$ cat src/rtl/div_param.sv
// Iterative restoring divider, one quotient bit per cycle, IDLE/RUN/FIX/DONE.
// Define DIV_SIGNED_EN to honour signed_mode; otherwise every operation is unsigned.
module div_param #(
    parameter int WIDTH = 8
) (
    input  logic             clk,
    input  logic             reset,
    input  logic             start,
    input  logic             signed_mode,
    input  logic [WIDTH-1:0] dividend,
    input  logic [WIDTH-1:0] divisor,
    output logic [WIDTH-1:0] quotient,
    output logic [WIDTH-1:0] remainder,
    output logic             ready,
    output logic             done,
    output logic             div_by_zero,
    output logic             overflow
);

`ifdef DIV_SIGNED_EN
    localparam logic SIGNED_EN = 1'b1;
`else
    localparam logic SIGNED_EN = 1'b0;
`endif

    localparam int CW = (WIDTH > 1) ? $clog2(WIDTH) : 1;
    localparam logic [WIDTH-1:0] MIN_VAL = {1'b1, {(WIDTH-1){1'b0}}};

    typedef enum logic [1:0] {
        S_IDLE,
        S_RUN,
        S_FIX,
        S_DONE
    } state_t;

    state_t r_state;
    state_t w_next;

    logic [CW-1:0]    r_cnt;
    logic [WIDTH-1:0] r_dvs;
    logic [WIDTH-1:0] r_acc;
    logic [WIDTH-1:0] r_rem;
    logic             r_qneg;
    logic             r_rneg;
    logic [WIDTH-1:0] r_quo_o;
    logic [WIDTH-1:0] r_rem_o;
    logic             r_dbz;
    logic             r_ovf;

    logic             w_sgn;
    logic             w_dd_neg;
    logic             w_dv_neg;
    logic [WIDTH-1:0] w_dd_abs;
    logic [WIDTH-1:0] w_dv_abs;
    logic             w_zero;
    logic             w_ovf_case;
    logic [WIDTH:0]   w_shift;
    logic [WIDTH:0]   w_sub;
    logic             w_ge;

    assign w_sgn      = signed_mode & SIGNED_EN;
    assign w_dd_neg   = w_sgn & dividend[WIDTH-1];
    assign w_dv_neg   = w_sgn & divisor[WIDTH-1];
    assign w_dd_abs   = w_dd_neg ? -dividend : dividend;
    assign w_dv_abs   = w_dv_neg ? -divisor : divisor;
    assign w_zero     = (divisor == '0);
    assign w_ovf_case = w_sgn && (dividend == MIN_VAL) && (divisor == '1);

    // Partial remainder is always below the divisor, so the shifted value
    // fits WIDTH+1 bits; the top bit of the difference is the borrow.
    assign w_shift = {r_rem, r_acc[WIDTH-1]};
    assign w_sub   = w_shift - {1'b0, r_dvs};
    assign w_ge    = ~w_sub[WIDTH];

    always_ff @(posedge clk or negedge reset) begin
        if (!reset) begin
            r_state <= S_IDLE;
        end else begin
            r_state <= w_next;
        end
    end

    always_comb begin
        w_next = r_state;
        unique case (r_state)
            S_IDLE: begin
                if (start) begin
                    if (w_zero || w_ovf_case) begin
                        w_next = S_DONE;
                    end else begin
                        w_next = S_RUN;
                    end
                end
            end
            S_RUN: begin
                if (r_cnt == '0) begin
                    w_next = S_FIX;
                end
            end
            S_FIX:  w_next = S_DONE;
            S_DONE: w_next = S_IDLE;
            default: w_next = S_IDLE;
        endcase
    end

    always_ff @(posedge clk or negedge reset) begin
        if (!reset) begin
            r_cnt   <= '0;
            r_dvs   <= '0;
            r_acc   <= '0;
            r_rem   <= '0;
            r_qneg  <= 1'b0;
            r_rneg  <= 1'b0;
            r_quo_o <= '0;
            r_rem_o <= '0;
            r_dbz   <= 1'b0;
            r_ovf   <= 1'b0;
        end else begin
            unique case (r_state)
                S_IDLE: begin
                    if (start) begin
                        r_dvs  <= w_dv_abs;
                        r_acc  <= w_dd_abs;
                        r_rem  <= '0;
                        r_cnt  <= CW'(WIDTH - 1);
                        r_qneg <= w_dd_neg ^ w_dv_neg;
                        r_rneg <= w_dd_neg;
                        r_dbz  <= w_zero;
                        r_ovf  <= w_ovf_case;
                        if (w_zero) begin
                            r_quo_o <= '1;
                            r_rem_o <= dividend;
                        end else if (w_ovf_case) begin
                            r_quo_o <= dividend;
                            r_rem_o <= '0;
                        end
                    end
                end
                S_RUN: begin
                    r_acc <= {r_acc[WIDTH-2:0], w_ge};
                    r_rem <= w_ge ? w_sub[WIDTH-1:0] : w_shift[WIDTH-1:0];
                    if (r_cnt != '0) begin
                        r_cnt <= r_cnt - CW'(1);
                    end
                end
                S_FIX: begin
                    r_quo_o <= r_qneg ? -r_acc : r_acc;
                    r_rem_o <= r_rneg ? -r_rem : r_rem;
                end
                default: begin
                end
            endcase
        end
    end

    assign quotient    = r_quo_o;
    assign remainder   = r_rem_o;
    assign ready       = (r_state == S_IDLE) && reset;
    assign done        = (r_state == S_DONE);
    assign div_by_zero = r_dbz;
    assign overflow    = SIGNED_EN ? r_ovf : 1'b0;

endmodule

$ cat config.mk
export PLATFORM = sky130hd
export DESIGN_NAME = div_param
export DESIGN_NICKNAME = d
export VERILOG_FILES = /design/src/rtl/div_param.sv
export SDC_FILE = /design/constraint.sdc
export NUM_CORES = 1
export LEC_CHECK = 0
export BUFFER_PORTS_ARGS = -buffer_cell sky130_fd_sc_hd__buf_2
export CAP_MARGIN = 15
export CORE_UTILIZATION = 63
export CTS_BUF_LIST = sky130_fd_sc_hd__clkbuf_8
export CTS_CLUSTER_SIZE = 12
export DETAILED_ROUTE_END_ITERATION = 12
export GPL_ROUTABILITY_DRIVEN = 1
export PLACE_DENSITY = 0.87
export SYNTH_ARGS = -nofsm -noshare
export SYNTH_HDL_FRONTEND = slang
export SYNTH_SLANG_ARGS = --single-unit
$ cat constraint.sdc
create_clock -name clk -period 4.8 [get_ports clk]
set_clock_uncertainty 0.15 [all_clocks]
set_input_delay 0.24 -clock clk [delete_from_list [all_inputs] [get_ports clk]]
set_output_delay 0.24 -clock clk [all_outputs]
set_load 0.1 [all_outputs]
# After elaboration in Yosys (flattened, before gate mapping)
# Index checks and enable logic that the tools add are counted.
[classes] div_mod_pow=0 n_addsub=2 bitwise_logic=1 mux=18 mul=0 reduce_logical=12 magnitude_cmp=0 n_eq_ne=7 shifts=0
[op_table] operator="one-hot mux 8 bit (2 select lines)" count=4
[op_table] operator="2-to-1 mux 8 bit" count=7
[op_table] operator="subtractor 9 x 8 -> 9 bit" count=1
[op_table] operator="logical NOT 8 bit" count=1
[op_table] operator="!= test 2 bit, second input constant" count=4
[op_table] operator="one-hot mux 2 bit (4 select lines)" count=1
[op_table] operator="2-to-1 mux 2 bit" count=3
[op_table] operator="2-to-1 mux 3 bit" count=2
[op_table] operator="one-hot mux 3 bit (2 select lines)" count=1
[op_table] operator="AND reduction 2 bit" count=3
[op_table] operator="AND reduction 3 bit" count=2
[op_table] operator="equality test 2 bit, second input constant" count=2
[op_table] operator="nonzero test 2 bit" count=2
[op_table] operator="logical NOT 3 bit" count=1
[op_table] operator="nonzero test 3 bit" count=1
[op_table] operator="subtractor 3 x 1 -> 3 bit, second input constant" count=1
[op_table] operator="equality test 2 x 1 -> 1 bit, second input constant" count=1
[op_table] operator="logical NOT 2 bit" count=1
[op_table] operator="logical AND 1 bit" count=1
[op_table] operator="NOT 1 bit" count=1
[word_totals] mem_count=0 mem_bits_rw=0 wordCells=48 mem_bits_ro=0 out_inout_bits=20 input_bits=20 regBits=46 latch_bits=0

# Longest topological paths before layout
[depth] word_depth=4 mapped_depth=10 mapped_depth_nobuf=9

# Worst setup path after synthesis
# OpenSTA, ideal clock, no wires.
[synth_path] path_kind="reg2reg" start="register r_acc[7]" end="register r_rem[0]" setup_ns=0.121 slack_ns=2.499 required_time_ns=4.529 t_arrival_ns=2.030 path_stages_with_launch=10 period_less_slack_ns=2.301 path_buffers=0 path_cell_list="dfrtp_1 > inv_1 > ha_1 > fa_1 > nand2b_1 > a21oi_1 > o21ai_2 > xor2_4 > mux2i_1 > a22o_1"
[synth_via] elab_chain_len=3
[synth_lines] element="start, declared" line_no="41" text="logic [WIDTH-1:0] r_acc;"
[synth_lines] element="start signal, assigned" line_no="123" text="r_acc <= w_dd_abs;"
[synth_lines] element="start signal, assigned" line_no="140" text="r_acc <= {r_acc[WIDTH-2:0], w_ge};"
[synth_lines] element="subtractor 9 x 8 -> 9 bit" line_no="72" text="assign w_sub = w_shift - {1'b0, r_dvs};"
[synth_lines] element="2-to-1 mux 8 bit *" line_no="141" text="r_rem <= w_ge ? w_sub[WIDTH-1:0] : w_shift[WIDTH-1:0];"
[synth_lines] element="one-hot mux 8 bit (2 select lines) *" line_no="119" text="unique case (r_state)"
[synth_lines] element="end signal, assigned" line_no="141"
[synth_lines] element="end, declared" line_no="42" text="logic [WIDTH-1:0] r_rem;"
# Every way passes the cells marked *; elsewhere a longest branch is shown, timed or not.
# A chain may end at the register's enable or synchronous reset.

# Worst setup path after layout
[layout_path] start="register r_acc[7]" end="register r_rem[2]"
[layout_via] elab_chain_len=3
[layout_lines] element="subtractor 9 x 8 -> 9 bit" line_no="72"
[layout_lines] element="2-to-1 mux 8 bit" line_no="141"
[layout_lines] element="one-hot mux 8 bit (2 select lines)" line_no="119"
# No other way between the ends.

==> flow_summary.ini <==
[die]
core_sq_um = 3740
start_util = 0.674
die_h_microns = 65.3
die_w_microns = 65.3
num_rows = 22
ioPinCount = 40
die-area_sq_um = 4260

[drt]
drtAntennaViolNets = 0
wirelength_microns = 4740
viasPerCell = 5.51
wire_per_inst_microns = 14.1
drt_iter0_drc = 169
vias = 1853
drt_pass1_iterations = 4
drc_errors = 0

[global_routing]
grt_pass1_vias = 1828
grt_max_degree = 48
grt_overflow = 0
track_usage = 0.256
antenna_found_initial = 0
grt_pass1_wl_microns = 8220

[final_layout]
design_area_sq_um = 2830
fillCellCount = 277
antenna_cells = 0
layout_common_cells = dfrtp_1, buf_2, nand2_1
syn2layout_area_growth_pct = 12.2
mostFrequentLayoutCell = dfrtp_1
drive_above_1_share = 0.208
instances_no_fill = 336
nNetsFinal = 322

[clock_network]
post-cts-setup-buffers = 0
clk_latency_ns = 0.30
path_clk_slew_ns = 0.08
clk_path_buf_depth = 2
cts_tree = built
clockRootBuffer = clkbuf_8
cts_buffers = 5
cts_sinks = 46
cts.htree.levels = 2

[place]
io_buffers = 37
dp.cells = 327
placed_cell_area_sq_um = 2710
hpwl_microns = 3520
gp_congestion = 0.783

[worst_setup_path]
critPathKind = register to register
cpMaxStageDelayCell = fa_1
cp_max_fo = 10
endpoint_kind = register
critPathRequiredTime_ns = 4.83
cp_cell_sequence = inv_1 > ha_1 > fa_1 > nand2b_1 > a21oi_1 > o21ai_2 > xor2_4 > mux2i_1 > o21ai_0
max_stage_delay_ns = 0.40
critPathArrivalTime_ns = 2.61
cp_top_family = adder cells
timing.critical_path.buf_inv = 1
start_kind = register

[timing]
tns_ns = 0
final.period_utilization = 0.536
min_period_ns = 2.57
slew_headroom = 0.395
hold_violations = 0
rsz0062_at_grt = false
worstMarginPinSlew_ns = 0.904
finalMaxSlewViolations = 0
fmax_ghz = 0.389
setup_viol = 0

[synth]
avgSynthCellArea_sq_um = 10.1
synth_nets = 286
netlist_area_sq_um = 2520
yosys_warnings = 0
synthDistinctLibCells = 43
synthCells = 251
ys_ff_latch = 46
ys_seq_area_frac = 0.456

[min_path]
hp-class = input pin to register

[run]
drv_cap = 0

[run_status]
run_status = finished clean
-- cells in the mapped netlist, drive strengths merged --
cell type	count	share of area
dfrtp	46	0.46
a21oi	8	0.016
nand2	28	0.043
o32a	1	0.0040
mux2	8	0.036
clkbuf	6	0.0089
ha	14	0.069
nor4	1	0.0025
mux2i	21	0.083
buf	5	0.019
a21o	3	0.0094
or2b	1	0.0030
conb	1	0.0015
a22o	2	0.0069
o21ai	28	0.057
nor2	13	0.019
nor2b	3	0.0074
or2	1	0.0025
o22ai	2	0.0050
nand3	2	0.0040
fa	1	0.0079
nand2b	3	0.0074
nor3	2	0.0084
or4	2	0.0074
a211oi	1	0.0030
and2	2	0.0050
inv	25	0.037
xor2	5	0.025
o211ai	1	0.0030
a31oi	9	0.022
xnor2	2	0.0069
a22oi	2	0.0059
a32oi	2	0.0069
-- layer usage --
metal,routed length [microns],up-vias,GRT usage
met5,0,-,0
met4,99,0,0.0951
met3,167,10,0.0556
met2,2320,42,0.436
met1,2150,873,0.319
li1,-,928,-
-- per-stage QoR --
stage	hold slack, ns	util	setup WS [ns]
floorplan	-0.206	-	2.50
global placement	0.209	0.725	2.32
detailed placement	0.208	0.725	2.26
CTS	0.0351	0.757	2.23
global route	0.0336	0.757	2.04
finish	0.0321	0.757	2.23
-- worst reg2reg max path, cell delays in order (launching register included) --
cell	delay, ns
dfrtp_1	0.35
inv_1	0.08
ha_1	0.21
fa_1	0.40
nand2b_1	0.18
a21oi_1	0.24
o21ai_2	0.14
xor2_4	0.36
mux2i_1	0.25
o21ai_0	0.10
-- cell families after synthesis --
kind of cell | synth area share
AO/OA/AOI/OAI | 0.139
XOR/XNOR | 0.0317
adder cells (fa/ha/maj) | 0.0773
buffers and inverters | 0.0654
flip-flops | 0.456
multiplexers | 0.119
other | 0.00149
AND/OR/NAND/NOR | 0.110
-- final timing paths --
kind / from / end / slack (ns) / cells past startpoint
worst max register to register: r_acc[7] / r_rem[2] / 2.23 / 9
min in group asynchronous: reset / remainder[1] / 0.40 / 3
worst min-delay path: divisor[1] / r_dvs[1] / 0.03 / 2
worst max-delay path: r_acc[7] / r_rem[2] / 2.23 / 9
max in group asynchronous: reset / r_rem[4] / 3.71 / 3
worst min register to register: remainder[7] / remainder[7] / 0.33 / 2
-- timing repair --
action                                 in CTS  in global routing
gates resized for setup                     0                  0
hold buffers                                1                  0
endpoints found under the hold margin      46                  0
-- state kept, by name, indices dropped and copies added, names as in the netlist --
signal	count
remainder	8
r_acc	8
r_cnt	3
r_rem	8
r_dvs	8
quotient	8
div_by_zero	1
r_state	2
-- layout make-up --
class	count	area, sq um	share of cell area
Inverter	25	93.8	0.0331
Sequential cell	46	1150	0.406
Timing Repair Buffer	40	210	0.0742
Multi-Input combinational cell	169	1210	0.426
Clock inverter	3	41.3	0.0146
Tap cell	48	60.1	0.0212
Clock buffer	5	68.8	0.0243
Power is left out: the tool's default activity adds up to more than one toggle a clock period on the data nets, which glitch-free logic cannot reach.
